**src/rtl/gray_input_conditioner.sv**
```systemverilog
// Synchronises and debounces four raw Gray switch bits into one clean, stable vector, with a change strobe.
// Optional macro GRAY_CHECK_EN adds a multi-bit-transition error flag; when it is undefined, gray_err is tied low.
module gray_input_conditioner #(
   parameter int DEBOUNCE_CYCLES = 270000
) (
   input  logic clk,
   input  logic rst_n,
   input  logic sw_ag,
   input  logic sw_bg,
   input  logic sw_cg,
   input  logic sw_dg,
   output logic ag,
   output logic bg,
   output logic cg,
   output logic dg,
   output logic change,
   output logic gray_err
);

   localparam int CNT_W = $clog2(DEBOUNCE_CYCLES);
   localparam logic [CNT_W-1:0] CNT_MAX = CNT_W'(DEBOUNCE_CYCLES - 1);

   typedef enum logic {IDLE, COUNT} state_t;

   state_t           state, state_next;
   logic [3:0]       sync1, s;
   logic [3:0]       cand, cand_next;
   logic [3:0]       stable, stable_next;
   logic [CNT_W-1:0] cnt, cnt_next;
   logic             change_next;

   // Two-flop synchroniser per bit; the raw pins are asynchronous to clk
   always_ff @(posedge clk or negedge rst_n) begin
      if (!rst_n) begin
         sync1 <= 4'b0000;
         s     <= 4'b0000;
      end else begin
         sync1 <= {sw_ag, sw_bg, sw_cg, sw_dg};
         s     <= sync1;
      end
   end

   always_ff @(posedge clk or negedge rst_n) begin
      if (!rst_n) begin
         state  <= IDLE;
         cand   <= 4'b0000;
         stable <= 4'b0000;
         cnt    <= '0;
         change <= 1'b0;
      end else begin
         state  <= state_next;
         cand   <= cand_next;
         stable <= stable_next;
         cnt    <= cnt_next;
         change <= change_next;
      end
   end

`ifdef GRAY_CHECK_EN
   logic [3:0] diff;
   logic       err_next;
   logic       err_q;

   // More than one differing bit means the diff has more than one set bit
   assign diff = stable ^ cand;

   always_ff @(posedge clk or negedge rst_n) begin
      if (!rst_n) begin
         err_q <= 1'b0;
      end else begin
         err_q <= err_next;
      end
   end

   assign gray_err = err_q;
`else
   assign gray_err = 1'b0;
`endif

   // A candidate is accepted only after surviving the full count with no bounce or redirect
   always_comb begin
      state_next  = state;
      cand_next   = cand;
      stable_next = stable;
      cnt_next    = cnt;
      change_next = 1'b0;
`ifdef GRAY_CHECK_EN
      err_next    = 1'b0;
`endif
      case (state)
         IDLE: begin
            if (s != stable) begin
               cand_next  = s;
               cnt_next   = '0;
               state_next = COUNT;
            end
         end
         COUNT: begin
            if (s == stable) begin
               cnt_next   = '0;
               state_next = IDLE;
            end else if (s != cand) begin
               cand_next = s;
               cnt_next  = '0;
            end else if (cnt == CNT_MAX) begin
               stable_next = cand;
               change_next = 1'b1;
               cnt_next    = '0;
               state_next  = IDLE;
`ifdef GRAY_CHECK_EN
               err_next    = ((diff & (diff - 4'd1)) != 4'd0);
`endif
            end else begin
               cnt_next = cnt + CNT_W'(1);
            end
         end
         default: begin
            state_next = IDLE;
         end
      endcase
   end

   assign ag = stable[3];
   assign bg = stable[2];
   assign cg = stable[1];
   assign dg = stable[0];

endmodule

```
**config.mk**
```make
export PLATFORM = sky130hd
export DESIGN_NAME = gray_input_conditioner
export DESIGN_NICKNAME = d
export VERILOG_FILES = /design/src/rtl/gray_input_conditioner.sv
export SDC_FILE = /design/constraint.sdc
export NUM_CORES = 1
export LEC_CHECK = 0
export BUFFER_PORTS_ARGS = -buffer_cell sky130_fd_sc_hd__buf_2
export CAP_MARGIN = 20
export CORE_ASPECT_RATIO = 2
export CORE_MARGIN = 2
export CORE_UTILIZATION = 25
export DETAILED_ROUTE_END_ITERATION = 6
export PLACE_DENSITY = 0.41
export SLEW_MARGIN = 0
export SYNTH_ARGS = -nofsm -noshare
export SYNTH_HDL_FRONTEND = slang
export SYNTH_SLANG_ARGS = --single-unit
```
**constraint.sdc**
```tcl
create_clock -name clk -period 4.5 [get_ports clk]
set_clock_uncertainty 0.15 [all_clocks]
set_input_delay 0 -clock clk [delete_from_list [all_inputs] [get_ports clk]]
set_output_delay 0 -clock clk [all_outputs]
set_load 0.005 [all_outputs]
```
# Word level (Yosys, flattened, before mapping)
# Cells that the tools add are included.
[totals]
register_bits = 37
out_inout_bits = 6
word_cells = 38
[classes]
addsub = 1
eq_ne = 7
mux = 18
bitwise_logic = 3
reduce_logical = 2
[op_table]
columns = ["operator", "count"]
rows = [
  ["19-bit two-way mux", 4],
  ["19-bit one-hot mux with 2 select lines", 1],
  ["19-bit by 1-bit adder with 19-bit output (second input constant)", 1],
  ["19-bit equality test (second input constant)", 1],
  ["4-bit two-way mux", 3],
  ["1-bit two-way mux", 8],
  ["4-bit != test", 2],
  ["4-bit one-hot mux with 2 select lines", 1],
  ["4-bit equality test", 1],
  ["2-bit != test (second input constant)", 2],
  ["4-bit AND reduction", 1],
  ["1-bit NOT", 3],
  ["3-bit AND reduction", 1],
  ["2-bit by 1-bit != test with 1-bit output (second input constant)", 1],
  ["1-bit one-hot mux with 2 select lines", 1],
]

# Depth between registers and ports, before layout
# Gate-level depths: netlist of run 1.
[depth]
ltp_word = 5
ltp_mapped = 7
ltp_nobuf = 6

# Worst setup path before layout of run 1
# No wires, ideal clock.
[synth_timing]
kind = "reg-to-reg"
startpoint = "reg cnt[0]"
endpoint = "reg stable[0]"
setup_time_ns = 0.125
arrival_time_ns = 1.782
path_slack_ns = 2.444
stages_incl_launch_ff = 7
synth_period_minus_slack_ns = 2.056
path_cell_list = "dfrtp_1 ha_1 nand3_1 or4_1 buf_2 nand2b_4 mux2_2"
[synth_between]
elab_chain_cells = 2
[synth_rtl]
columns = ["item", "line_no", "rtl"]
rows = [
  ["start: declaration", "29", "logic [CNT_W-1:0] cnt, cnt_next;"],
  ["start signal: assignment", "54", "cnt <= cnt_next;"],
  ["19-bit equality test", "105", "end else if (cnt == CNT_MAX) begin"],
  ["4-bit AND reduction (no source line)", "-", ""],
  ["end signal: assignment", "53", "stable <= stable_next;"],
  ["end: declaration", "28", "logic [3:0] stable, stable_next;"],
]
# No other way between the ends.
# A chain may end at the register's enable or synchronous reset.

# Worst setup path in the final report of run 1
[layout_timing]
startpoint = "reg cnt[0]"
endpoint = "reg cnt[16]"
[layout_between]
elab_chain_cells = 5
elab_cells_between_ends = 6
cone_classes = "add/sub (1); eq/ne (1); mux (4)"
[layout_rtl]
columns = ["item", "line_no", "rtl"]
rows = [
  ["19-bit by 1-bit adder with 19-bit output / 19-bit equality test (equally long branches)", "114, 105", ""],
  ["19-bit two-way mux *", "105", ""],
  ["19-bit two-way mux *", "102", "end else if (s != cand) begin"],
  ["19-bit two-way mux *", "99", "if (s == stable) begin"],
  ["19-bit one-hot mux with 2 select lines *", "90", "case (state)"],
]
# Every way passes the cells marked *; elsewhere a longest branch is shown, timed or not.

==> impl_metrics.yaml, run 1 <==
route:
  antenna_left: 0
  drc_errors: 0
  wl_met3_um: 92
  drt_first_iter_violations: 43
  drt_pass1_iterations: 4
  top_layer_used: "met4"
  met2WireLength_um: 1840
  routed_wl_um: 3850
  vias: 1405
  wire_per_inst_um: 13.3
  drt-met1-wl_um: 1820
  viasPerCell: 4.84
clock_network:
  clockBufferDepth: 2
  cts.sinks: 37
  cts_resized: 0
  postCtsSetupRepairBufs: 0
  cts-htree-levels: 2
  cts_tree: "yes"
  clk_transition_reported_paths_ns: 0.06
  cts_buffers: 5
  root_buffer: "clkbuf_16"
  insertion_delay_ns: 0.28
placement:
  routabilityCongestion: 0.846
  port_buffers: 10
  place_hpwl_um: 2640
floorplanning:
  die_y_um: 125
  fp-row-count: 44
  coreArea_um2: 7160
  start_util_pct: 25.5
  num_io_pins: 12
  die_area_um2: 8050
  dieWidth_um: 64.4
timing:
  worst_slew_pin_slew_ns: 0.810
  slew_viol_final: 0
  slew_headroom_pct: 46.0
  final-setup-viol-count: 0
  hold_ws_ns: 0.195
  fin_crit_sh_pct: 58.0
  finalCriticalPeriod_ns: 2.61
  fmax_mhz: 383
  rsz0062_at_grt: "false"
  hold_violations: 0
  finalSetupTns_ns: 0
pwr:
  switchingPower_w: 0.000164
  leakagePower_nw: 0.856
  clkPwrFrac_pct: 47.0
  ir_worst_vdd_mv: 0.173
  swShare_pct: 22.5
  seqPwrFrac_pct: 47.8
  internal_power_w: 0.000562
  combPwrFrac_pct: 5.2
  power_density_nw_per_um2: 336
logic_synthesis:
  mappedNetlistNets: 189
  async_reset_ff_share_pct: 100
  syn_avg_cell_area_um2: 10.0
  synth_warnings: 0
  yosysMostFrequentCell: "dfrtp_1"
  synth_edf_count: 0
  yosys-top-cells-count: "dfrtp_1 (37), nand2_1 (25), nand3_1 (13)"
  ys_top_cells_by_area: "dfrtp_1 (51%), nand2_1 (5.1%), mux2_2 (4.3%)"
  synthDistinctLibCells: 35
  synth.top_cell.area_share_pct: 50.7
  seq_area_frac_synth_pct: 50.7
  yosys.area.top_type: "dfrtp_1"
  ys_ff_latch: 37
  synth_cells: 182
  synth_area_um2: 1830
  synth_ff_type: "dfrtp_1"
global_route:
  grt.total_usage_pct: 11.0
  grt_antenna_before_repair: 0
  grt_max_degree: 38
  grt_pass1_wl_um: 6980
  grt_overflow_total: 0
  grt_pass1_vias: 1416
setup_path:
  required_ns: 4.48
  slowest_delay_ns: 0.85
  crit_slowest_cell: "or4_1"
  critPathLaunchType: "flop"
  endpoint_kind: "flop"
  arrival_ns: 2.59
  cp_max_fo: 17
  criticalPathCategory: "flop to flop"
  critical_path.cell_chain: "ha_1 > nand3_1 > or4_1 > nand2_1 > o311ai_0"
cells_and_area:
  regArea_um2: 926
  multiInputGateArea_um2: 836
  layout-drive-gt1-share_pct: 14.6
  nets: 204
  num-fill-cells: 756
  antenna_cells: 0
  area_growth_pct: 18.2
flow_run:
  cap_violations: 0
status:
  status: "complete, no violations"
min_path:
  hold_class: "primary input to async pin"
## worst max-delay path, delay by kind of cell (launching register included)
| family | cells | cell delay [ns] |
|---|---|---|
| adders and majority gates | 1 | 0.22 |
| and+or+nand+nor | 3 | 1.49 |
| DFF | 1 | 0.39 |
| AOI/OAI and AO/OA | 1 | 0.20 |
## path summary, 6_finish.rpt
check / to / slack, ns / cells after the start / startpoint
max in group asynchronous: cnt[1] / 3.49 / 2 / rst_n
setup reg to reg: cnt[16] / 1.89 / 5 / cnt[0]
hold reg to reg: s[0] / 0.20 / 0 / sync1[0]
min in group clk: s[0] / 0.20 / 0 / sync1[0]
hold / removal: cand[3] / 0.19 / 2 / rst_n
setup / recovery: cnt[16] / 1.89 / 5 / cnt[0]
## cell families after synthesis
logic type / Yosys count / synth area share, %
AOI/OAI and AO/OA: 27 / 9.66
xor gates and xnor gates: 9 / 4.32
adders and majority gates: 1 / 0.685
buffers and inverters: 15 / 3.56
DFF: 37 / 50.7
muxes: 11 / 6.51
other: 1 / 0.205
and+or+nand+nor: 81 / 24.4
## power groups by stage
stage	Combinational, W	Sequential (W)	Clock (W)
floorplan	0.0000232	0.000352	0
global route	0.0000439	0.000348	0.000377
detailed placement	0.0000355	0.000353	0
CTS	0.0000388	0.000347	0.000358
global placement	0.0000353	0.000353	0
finish	0.0000376	0.000347	0.000341
## through the flow
step,util [%],cells,cell area (um^2),total power [W],worst slack (ns)
floorplan,-,182,1830,0.000375,2.44
global route,30.2,290,2160,0.000769,1.68
finish,30.2,290,2160,0.000726,1.89
global placement,27.4,277,1960,0.000388,1.97
detailed placement,27.4,277,1960,0.000389,1.89
CTS,30.2,290,2160,0.000744,1.87
## layer usage
layer  global-route usage, %  vias to the layer above
li1                        -                      694
met1                    14.8                      690
met2                    16.5                       14
met3                    2.44                        7
met4                    5.51                        0
met5                       0                        -
## area by class of cell
class	count	share of cell area (%)
timing repair buffer	16	4.99
inverter	7	1.22
clock inverter	3	1.04
clock buffer	5	5.80
multi-input combinational	130	38.7
tap	92	5.33
sequential	37	42.9
## registers in the layout, summed over array words and instances, names as in the netlist
| name | count |
|---|---|
| state | 1 |
| change | 1 |
| cnt | 19 |
| stable | 4 |
| s | 4 |
| cand | 4 |
| sync1 | 4 |
## placed cells by master, fill, tap and decap left out, drive strengths merged, types with 7 or more instances in the layout
master | synthesis | layout
o21ai | 7 | 7
buf | 7 | 11
mux2 | 7 | 7
a31oi | 7 | 7
nand2 | 25 | 25
inv | 7 | 7
nand3 | 13 | 13
xnor2 | 8 | 8
nor2 | 7 | 7
nand4 | 8 | 8
dfrtp | 37 | 37
## repair_timing
| item | 4_1_cts | 5_1_grt |
|---|---|---|
| endpoints found under the hold margin | 41 | 0 |
| endpoints found under the setup margin | 0 | 0 |
| hold buffers | 5 | 0 |
No activity file was read; power rests on OpenSTA's default activity.
==> run 2: changes to the inputs <==
==> constraint.sdc (replaced) <==
create_clock -name clk -period 2.5 [get_ports clk]
set_clock_uncertainty 0.15 [all_clocks]
set_input_delay 0 -clock clk [delete_from_list [all_inputs] [get_ports clk]]
set_output_delay 0 -clock clk [all_outputs]
set_load 0.005 [all_outputs]
==> impl_metrics.yaml, run 2 (synthesis gave the netlist of run 1 again) <==
timing:
  worst_slew_pin_slew_ns: 0.831
  fmax_mhz: 462
  final-setup-viol-count: 0
  slew_headroom_pct: 44.6
  finalCriticalPeriod_ns: 2.16
  slew_viol_final: 0
  hold_ws_ns: 0.200
  finalSetupTns_ns: 0
  hold_violations: 0
  rsz0062_at_grt: "false"
  fin_crit_sh_pct: 86.5
min_path:
  holdPathStages: 0
  hold_class: "flop to flop"
  min_from: "sync1[0]"
  min_to: "s[0]"
placement:
  port_buffers: 10
  place_area_um2: 1980
  routabilityCongestion: 0.874
  place_hpwl_um: 2680
clock_network:
  cts_buffers: 5
  cts_hold_buf: 5
  clk_transition_reported_paths_ns: 0.06
  cts_tree: "yes"
  postCtsSetupRepairBufs: 0
  cts-htree-levels: 2
  clockBufferDepth: 2
  root_buffer: "clkbuf_16"
  insertion_delay_ns: 0.28
  cts.sinks: 37
  cts_resized: 0
global_route:
  grt_antenna_before_repair: 0
  grt.total_usage_pct: 11.2
  grt_pass1_wl_um: 7180
  grt_pass1_vias: 1395
  grt_max_degree: 38
  grt_overflow_total: 0
cells_and_area:
  layout_common_cells: "dfrtp_1 (37), nand2_1 (25), nand3_1 (13)"
  utilization_pct: 30.8
  layout-drive-gt1-share_pct: 15.4
  nets: 207
  stdcell_area_um2: 2210
  multiInputGateArea_um2: 836
  area_growth_pct: 20.8
  num-fill-cells: 759
  largest_reg_flops: 19
  antenna_cells: 0
  largest-register: "cnt"
  layout_commonest_cell: "dfrtp_1"
  regArea_um2: 926
floorplanning:
  dieWidth_um: 64.4
  start_util_pct: 25.5
  die_area_um2: 8050
  fp-row-count: 44
  num_io_pins: 12
  coreArea_um2: 7160
  die_y_um: 125
route:
  antenna_left: 0
  drc_errors: 0
  wire_per_inst_um: 13.5
  vias: 1405
  viasPerCell: 4.80
  drt_first_iter_violations: 65
  routed_wl_um: 3960
  drt_pass1_iterations: 5
setup_path:
  cp_max_fo: 11
  r2r_start: "cnt[6]"
  rrSetupSlack_ns: 0.34
  required_ns: 2.49
  criticalPathCategory: "flop to flop"
  critPathLaunchType: "flop"
  worstSetupStartpoint: "cnt[6]"
  r2r-end: "cnt[16]"
  r2r_cells: 5
  arrival_ns: 2.15
  endpoint_kind: "flop"
pwr:
  internal_power_w: 0.00114
  switchingPower_w: 0.000280
  ir_worst_vdd_mv: 0.320
  leakagePower_nw: 0.880
  seqPwrFrac_pct: 44.0
  combPwrFrac_pct: 4.9
  power_density_nw_per_um2: 645
  clkPwrFrac_pct: 51.1
  swShare_pct: 19.7
flow_run:
  cap_violations: 0
status:
  status: "complete, no violations"
## run 2: worst max-delay path by stage
stage                 to  slack (ns)  cells past startpoint
4_1_cts          cnt[16]        0.35                      5
5_1_grt          cnt[17]        0.15                      5
3_5_place_dp     cnt[15]        0.35                      5
2_1_floorplan  stable[0]        0.44                      6
3_3_place_gp     cnt[15]        0.36                      5
6_report         cnt[16]        0.34                      5
## run 2: power by group through the flow
stage          Clock, W  Sequential [W]  Combinational, W
2_1_floorplan         0        0.000633         0.0000418
3_3_place_gp          0        0.000636         0.0000651
3_5_place_dp          0        0.000636         0.0000654
4_1_cts        0.000743        0.000626         0.0000715
5_1_grt        0.000782        0.000627         0.0000798
6_report       0.000727        0.000626         0.0000693
## run 2: through the flow
step,setup slack [ns],power (W),cells
after global placement,0.362,0.000701,280
after CTS,0.346,0.00144,293
after detailed placement,0.349,0.000702,280
after global routing,0.148,0.00149,293
final,0.337,0.00142,293
after floorplan,0.444,0.000675,182
## run 2: layout make-up
cell class                      instances  area share [%]
Timing Repair Buffer                   19            5.90
Inverter                                7            1.19
Multi-Input combinational cell        130            37.9
Clock buffer                            7            6.47
Tap cell                               92            5.22
Clock inverter                          1            1.36
Sequential cell                        37            42.0
## run 2: worst max-delay path, stage by stage, from the launching register on
cell and delay, ns:
dfrtp_1 0.45, and4bb_2 0.33, nand4b_1 0.09, or4_1 0.51, nand2_1 0.31, o311ai_0 0.18
## run 2: layer usage
layer  vias up  track usage (%)  wire length, um
met5         -                0                0
met4         0             4.51               77
met3         6             1.90              114
met2        24             16.3             1820
met1       673             16.4             1950
li1        702                -                -
==> run 3: changes to the inputs <==
--- a/config.mk
+++ b/config.mk
@@ -9,9 +9,10 @@
 export CAP_MARGIN = 20
 export CORE_ASPECT_RATIO = 2
 export CORE_MARGIN = 2
-export CORE_UTILIZATION = 25
+export CORE_UTILIZATION = 62
+export CTS_BUF_LIST = sky130_fd_sc_hd__clkbuf_2 sky130_fd_sc_hd__clkbuf_4 sky130_fd_sc_hd__clkbuf_8
 export DETAILED_ROUTE_END_ITERATION = 6
-export PLACE_DENSITY = 0.41
+export PLACE_DENSITY = 0.82
 export SLEW_MARGIN = 0
 export SYNTH_ARGS = -nofsm -noshare
 export SYNTH_HDL_FRONTEND = slang
==> impl_metrics.yaml, run 3 (synthesis gave the netlist of run 1 again) <==
status:
  status: "complete, no violations"
cells_and_area:
  nets: 209
  multiInputGateArea_um2: 836
  stdcell_area_um2: 2060
  antenna_cells: 0
  regArea_um2: 926
  finalNonFillerCells: 232
  num-fill-cells: 208
  area_growth_pct: 12.5
  layout_common_cells: "dfrtp_1 (37), nand2_1 (25), nand3_1 (13)"
  layout-drive-gt1-share_pct: 16.7
  largest-register: "cnt"
  layout_commonest_cell: "dfrtp_1"
  utilization_pct: 74.2
  largest_reg_flops: 19
route:
  drc_errors: 0
  routed_wl_um: 4040
  drt_pass1_iterations: 5
  viasPerCell: 6.57
  wire_per_inst_um: 17.4
  antenna_left: 0
  drt_first_iter_violations: 65
  vias: 1524
setup_path:
  critPathLaunchType: "flop"
  required_ns: 2.50
  arrival_ns: 2.28
  cp_max_fo: 11
  endpoint_kind: "flop"
  criticalPathCategory: "flop to flop"
floorplanning:
  die_y_um: 80.8
  coreArea_um2: 2770
  start_util_pct: 65.9
  die_area_um2: 3420
  dieWidth_um: 42.4
  num_io_pins: 12
  fp-row-count: 27
clock_network:
  cts_resized: 0
  insertion_delay_ns: 0.29
  cts-htree-levels: 2
  clk_transition_reported_paths_ns: 0.07
  postCtsSetupRepairBufs: 0
  cts_buffers: 5
  cts_tree: "yes"
  clockBufferDepth: 2
  root_buffer: "clkbuf_8"
  cts.sinks: 37
global_route:
  grt_pass1_wl_um: 7010
  grt.total_usage_pct: 27.7
  grt_pass1_vias: 1493
  grt_antenna_before_repair: 0
  grt_overflow_total: 0
  grt_max_degree: 38
placement:
  post-place-cells: 219
  place_hpwl_um: 2900
  routabilityCongestion: 1.06
  port_buffers: 10
  place_area_um2: 1920
pwr:
  leakagePower_nw: 0.856
  power_w: 0.00110
  ir_worst_vdd_mv: 0.375
  power_density_nw_per_um2: 536
timing:
  fin_crit_sh_pct: 91.0
  final-setup-viol-count: 0
  worst_slew_pin_slew_ns: 0.775
  slew_viol_final: 0
  fmax_mhz: 440
  finalSetupTns_ns: 0
  slew_headroom_pct: 48.4
  hold_violations: 0
  finalCriticalPeriod_ns: 2.27
  rsz0062_at_grt: "false"
flow_run:
  cap_violations: 0
min_path:
  hold_class: "primary input to async pin"
==> run 3: changes by cell type in the layout (fill, tap and decap cells not counted) <==
cell       change
buf_4          +2
bufinv_16      -1
clkbuf_4       +1
clkinv_2       +2
clkbuf_8       +4
clkbuf_1       -1
clkbuf_16      -5
==> run 3: what timing repair did <==
item                                   in CTS  in global routing
setup endpoints to repair                   0                  0
endpoints found under the hold margin      41                  0
hold buffers                                5                  0
==> run 3: cell type report <==
class                           count  area share [%]
Clock inverter                      2           0.487
Clock buffer                        6            3.71
Tap cell                           29            1.77
Sequential cell                    37            45.0
Multi-Input combinational cell    130            40.7
Inverter                            7            1.28
Timing Repair Buffer               21            7.06
==> run 3: through the flow <==
step	setup slack, ns	hold WS (ns)
after floorplan	0.444	-0.446
after global placement	0.401	-0.0423
after detailed placement	0.268	-0.0402
after CTS	0.241	0.201
after global routing	0.114	0.197
final	0.225	0.170
==> run 3: critical path, stage by stage (launching register included) <==
cell and delay [ns]:
dfrtp_1 0.40, ha_1 0.23, nand3_1 0.23, or4_1 0.63, nand2_1 0.32, o311ai_0 0.18
==> run 3: where the power goes <==
group / leakage (nW) / switching [W] / internal, W
clock: 0.0484 / 0.000203 / 0.000204
combinational: 0.324 / 0.0000404 / 0.0000299
sequential: 0.484 / 0.0000124 / 0.000613
==> run 3: per-layer routing <==
metal	wire length, um	vias to the layer above	GRT usage (%)
met5	0	-	0
met1	1330	750	29.6
met2	2380	53	51.1
met4	151	0	13.8
li1	-	706	-
met3	179	15	4.89
==> run 3: final timing paths <==
kind,start,endpoint,slack (ns),cells past startpoint
max,cnt[0],cnt[17],0.23,5
max in group asynchronous,rst_n,cnt[6],1.54,2
max reg2reg,cnt[0],cnt[17],0.23,5
min,rst_n,s[1],0.17,2
min in group clk,sw_bg,sync1[2],0.19,2
min reg2reg,sync1[2],s[2],0.20,0
